### src/rtl/dmem_access_unit.sv
// MEM-stage data-memory sequencer: lane steering, load extension, valid/ready bus handshake.
// Latency: 3 stall cycles minimum, then one DONE cycle; stall holds through any bus wait.
// Backpressure: bus_req_valid stays high until bus_req_ready; optional posted store via DMEM_STORE_BUFFER_EN.
module dmem_access_unit #(
  parameter int ADDR_W = 32,
  parameter int DATA_W = 32
) (
  input  logic              clk,
  input  logic              rst,
  input  logic              mem_rd,
  input  logic              mem_wr,
  input  logic [ADDR_W-1:0] mem_addr,
  input  logic [DATA_W-1:0] mem_wdata,
  input  logic [1:0]        mem_size,
  input  logic              mem_unsigned,
  output logic [DATA_W-1:0] rdata,
  output logic              dmem_stall,
  output logic              bus_req_valid,
  input  logic              bus_req_ready,
  output logic              bus_req_we,
  output logic [ADDR_W-1:0] bus_req_addr,
  output logic [DATA_W-1:0] bus_req_wdata,
  output logic [3:0]        bus_req_wstrb,
  input  logic              bus_resp_valid,
  input  logic [DATA_W-1:0] bus_resp_rdata
);

`ifdef DMEM_STORE_BUFFER_EN
  localparam bit SB_EN = 1'b1;
`else
  localparam bit SB_EN = 1'b0;
`endif

  typedef enum logic [1:0] {IDLE, REQ, RESP, DONE} state_t;

  typedef struct packed {
    logic [1:0] size;
    logic       uns;
    logic [1:0] off;
  } ld_meta_t;

  state_t   state;
  ld_meta_t ld_meta;
  logic     posted;

  logic req_any, is_store, post_now;
  assign req_any  = mem_rd | mem_wr;
  assign is_store = mem_wr & ~mem_rd;
  assign post_now = SB_EN & is_store;

  logic [3:0]        strb_c;
  logic [DATA_W-1:0] wdata_c;
  logic [1:0]        off_c;

  always_comb begin
    strb_c  = 4'hF;
    wdata_c = mem_wdata;
    off_c   = 2'b00;
    case (mem_size)
      2'd0: begin
        strb_c  = 4'b0001 << mem_addr[1:0];
        wdata_c = {4{mem_wdata[7:0]}};
        off_c   = mem_addr[1:0];
      end
      2'd1: begin
        strb_c  = 4'b0011 << {mem_addr[1], 1'b0};
        wdata_c = {2{mem_wdata[15:0]}};
        off_c   = {mem_addr[1], 1'b0};
      end
      default: ;
    endcase
  end

  logic [DATA_W-1:0] shifted, ld_ext;

  always_comb begin
    shifted = bus_resp_rdata >> {ld_meta.off, 3'b000};
    ld_ext  = shifted;
    case (ld_meta.size)
      2'd0:    ld_ext = {{24{~ld_meta.uns & shifted[7]}}, shifted[7:0]};
      2'd1:    ld_ext = {{16{~ld_meta.uns & shifted[15]}}, shifted[15:0]};
      default: ;
    endcase
  end

  // A posted store only holds the pipeline if a new access arrives behind it.
  always_comb begin
    dmem_stall = 1'b0;
    case (state)
      IDLE:       dmem_stall = req_any & ~post_now;
      REQ, RESP:  dmem_stall = posted ? req_any : 1'b1;
      default:    dmem_stall = 1'b0;
    endcase
  end

  always_ff @(posedge clk) begin
    if (rst) begin
      state         <= IDLE;
      bus_req_valid <= 1'b0;
      bus_req_we    <= 1'b0;
      bus_req_addr  <= '0;
      bus_req_wdata <= '0;
      bus_req_wstrb <= 4'h0;
      rdata         <= '0;
      ld_meta       <= '0;
      posted        <= 1'b0;
    end else begin
      case (state)
        IDLE: begin
          if (req_any) begin
            state         <= REQ;
            bus_req_valid <= 1'b1;
            bus_req_we    <= is_store;
            bus_req_addr  <= {mem_addr[ADDR_W-1:2], 2'b00};
            bus_req_wdata <= wdata_c;
            bus_req_wstrb <= is_store ? strb_c : 4'h0;
            ld_meta       <= '{size: mem_size, uns: mem_unsigned, off: off_c};
            posted        <= post_now;
          end
        end
        REQ: begin
          if (bus_req_ready) begin
            bus_req_valid <= 1'b0;
            state         <= RESP;
          end
        end
        RESP: begin
          if (bus_resp_valid) begin
            if (!bus_req_we) rdata <= ld_ext;
            if (posted) begin
              posted <= 1'b0;
              state  <= IDLE;
            end else begin
              state <= DONE;
            end
          end
        end
        default: state <= IDLE;
      endcase
    end
  end

endmodule

### config.mk
export PLATFORM = sky130hd
export DESIGN_NAME = dmem_access_unit
export DESIGN_NICKNAME = d
export VERILOG_FILES = /design/src/rtl/dmem_access_unit.sv
export SDC_FILE = /design/constraint.sdc
export NUM_CORES = 1
export LEC_CHECK = 0
export CAP_MARGIN = 30
export CELL_PAD_IN_SITES_DETAIL_PLACEMENT = 2
export CELL_PAD_IN_SITES_GLOBAL_PLACEMENT = 2
export CORE_MARGIN = 1
export CORE_UTILIZATION = 21
export CTS_BUF_LIST = sky130_fd_sc_hd__clkbuf_2
export CTS_CLUSTER_SIZE = 40
export DETAILED_ROUTE_END_ITERATION = 8
export PLACE_DENSITY_LB_ADDON = 0.1
export SLEW_MARGIN = 10
export SYNTH_ARGS = -nofsm -noshare
export SYNTH_HDL_FRONTEND = slang
export SYNTH_SLANG_ARGS = --single-unit
export TNS_END_PERCENT = 30
### constraint.sdc
create_clock -name clk -period 1.8 [get_ports clk]
set_input_delay 0.36 -clock clk [delete_from_list [all_inputs] [get_ports clk]]
set_output_delay 0.36 -clock clk [all_outputs]
set_load 0.05 [all_outputs]
==> results of run 1 <==
path summary, 6_finish.rpt:
check	from	endpoint
min reg2reg	bus_req_wdata[29]	bus_req_wdata[29]
max reg2reg	state[1]	bus_req_addr[17]
max	state[1]	dmem_stall
min	rst	bus_req_wdata[26]
area by class of cell:
class | instances | area (um2)
Clock inverter | 6 | 88.84
Sequential cell | 107 | 2146
Tap cell | 280 | 350.3
Clock buffer | 10 | 50.05
Antenna cell | 2 | 5.005
Fill cell | 2496 | 14580
Timing Repair Buffer | 245 | 2275
Inverter | 5 | 18.77
Multi-Input combinational cell | 419 | 2441
power groups by stage:
stage / clock network (mW) / registers [mW] / logic (mW)
3_5_place_dp: 0 / 3.22 / 5.19
6_report: 1.33 / 3.16 / 5.32
4_1_cts: 1.42 / 3.17 / 5.32
5_1_grt: 1.50 / 3.23 / 5.71
3_3_place_gp: 0 / 3.19 / 5.07
2_1_floorplan: 0 / 4.69 / 1.71
critical path, stage by stage (launching register included):
cell,delay [ns]
dfxtp_2,0.40
inv_2,0.08
ha_4,0.14
nor2b_4,0.17
nor2_4,0.05
nor2_4,0.09
buf_12,0.14
registers in the layout, summed over array words and instances, names as in the netlist:
signal / flops
bus_req_wdata: 32
rdata: 32
bus_req_addr: 30
ld_meta: 5
bus_req_wstrb: 4
state: 2
bus_req_valid: 1
bus_req_we: 1
what timing repair did:
action | CTS | global route
pin swaps | 2 | 0
resized for setup | 7 | 10
cloned | 0 | 0
setup buffers | 4 | 2
setup endpoints to repair | 1 | 9
kinds of logic after synthesis:
group / after synthesis / share of synthesized area
fa+ha+maj: 4 / 0.01060
flops: 107 / 0.4537
other cells: 1 / 0.0007944
simple gates: 218 / 0.1826
buf+inv: 49 / 0.04638
compound gates: 153 / 0.2123
mux: 42 / 0.09356
layout by cell type, fill, tap and decap left out, drive strengths merged, types with 10 or more instances in the layout:
cell type      Yosys  layout
clkbuf            27      10
a21oi             68      68
nand2            152     152
dfxtp            107     107
nor2              47      47
a311oi            10      10
a211oi            26      26
o21ai             27      27
buf               17     142
clkdlybuf4s50      0     103
mux2i             34      34
stage by stage:
stage                     total power [mW]  utilization  hold WS [ns]  area, um2
after CTS                            9.912       0.3329       0.02987       7310
after floorplan                      6.396            -        0.4440       4757
after global routing                 10.45       0.3358       0.03920       7375
after global placement               8.261       0.3243        0.4436       7121
after detailed placement             8.408       0.3243        0.4530       7121
final                                9.818       0.3358        0.1104       7375
layer usage:
metal / global-route usage / vias to the layer above / wire, um
li1: - / 2395 / -
met1: 0.1842 / 2356 / 7647
met2: 0.3122 / 136 / 9930
met3: 0.05334 / 16 / 1476
met4: 0.05102 / 0 / 310
met5: 0 / - / 0
==> results.md, run 1 <==
* Outcome: finished with violations
* Failing checks: DRC, setup timing
* Unrepaired setup endpoints after global routing: true
* Unique masters post-synth at 34
* Initial antenna violation count at 1
* Largest cells by area after synthesis: dfxtp_1, nand2_1, a21oi_1
* Wirelength per Cell at 18.03 um
* CTS tree: done
* Hold Fails Final Rpt at 0
* Clk pwr share at 0.136
* CP required at 1.44 ns
* Seq/Total Area, Yosys at 0.4538
* Pin count of the biggest net entering global routing at 54
* Clk Latency, worst-skew pair at 0.63 ns
* Die Span Y at 151.9 um
* P_leak at 2.923 nW
* Drt first pass iters at 7
* Dominant cell by count in the synthesized netlist: nand2_1
* Initial Util at 0.2150
* Max Clock Skew at 0.03416 ns
* Main synth FF type: dfxtp_1
* Commonest cells in the netlist: nand2_1, dfxtp_1, a21oi_1, nor2_1, mux2i_1
* Core Area at 21960 um2
* Area Overhead vs Synth at 56.22%
* Critical path class: reg2out
* Sequential share of power at 0.322
* GRT Util Overall at 0.1694
* Total Wirelength at 19360 um
* First-pass GRT wire length at 30420 um
* # H-tree levels at 3
* Avg Inst Size Synth at 8.224 um2
* DRC viols at 32
* Reg clk slew, reported paths at 0.28 ns
* Internal Power at 5.253 mW
* Worst EP arrival at 1.67 ns
* Total gr overflow at 0
* Root buffer cell: clkbuf_2
* Slew Limit Fails at 0
* Worst Hold Class: in2reg
* Final setup margin at -0.2345 ns
* CP startpoint kind: flop
* Cell Pwr Density at 1331 nW/um2
* Detail Placement HPWL at 14910 um
* DR vias at 4903
* Max Clock Freq at 0.4915 GHz
* Post-Route Setup TNS at -0.2345 ns
* Max_cap viols at 0
* Clock sinks at 107
* Register bit count reported by yosys at 107
* Crit Path Max Fanout at 2
* Number of CTS-inserted buffers at 9
* Post-synthesis async set-or-reset flop share at 0
* WHS Path Cells at 2
* Hold-fix buffers at CTS at 0
* Final #Nets at 896
* Layout cells sized above 1 at 0.2449
* Clock buffer depth at 2
* # placed instances at 1050
* Switching share of power at 0.4650
* Comb pwr share at 0.542
* Post-synth EDFFs at 0
* Die ar. at 23080 um2
* Gate Count Post-Synth at 574
* # rows at 54
* Final setup vio count at 1
* Fin crit share at 1.130
* Routability cong. at 0.8068
* Clock period minus worst slack at 2.034 ns
* Iteration-0 DRC Markers at 139
* Post-synth top area share at 0.4538
* Peak VDD IR at 0.0004904 V
* Flop2flop setup slack at 0.06 ns
* Psw at 4.565 mW
* Dpl ws at -0.2256 ns
* Top Ports at 208
* DR vias/cell at 4.565
* Mapped Area at 4721 um2
* Top cell type by total area after synthesis: dfxtp_1
* Vias in the first global route at 5480
* Antenna-violating nets left at 0
* Crit end category: output pin
* Die X at 151.9 um
* Finished Layout Cells at 1074
* IO buf count at 205
* Synth warn at 0
* FF-to-FF path depth at 9
(Power assumes the default switching activity.)
==> run 2: changes to the inputs <==
--- a/config.mk
+++ b/config.mk
@@ -11,11 +11,11 @@
 export CORE_MARGIN = 1
 export CORE_UTILIZATION = 21
 export CTS_BUF_LIST = sky130_fd_sc_hd__clkbuf_2
-export CTS_CLUSTER_SIZE = 40
+export CTS_CLUSTER_SIZE = 28
 export DETAILED_ROUTE_END_ITERATION = 8
 export PLACE_DENSITY_LB_ADDON = 0.1
 export SLEW_MARGIN = 10
 export SYNTH_ARGS = -nofsm -noshare
 export SYNTH_HDL_FRONTEND = slang
 export SYNTH_SLANG_ARGS = --single-unit
-export TNS_END_PERCENT = 30
+export TNS_END_PERCENT = 10
==> results of run 2 <==
Same layout as run 1: the final DEF is identical, and so are final timing and power.
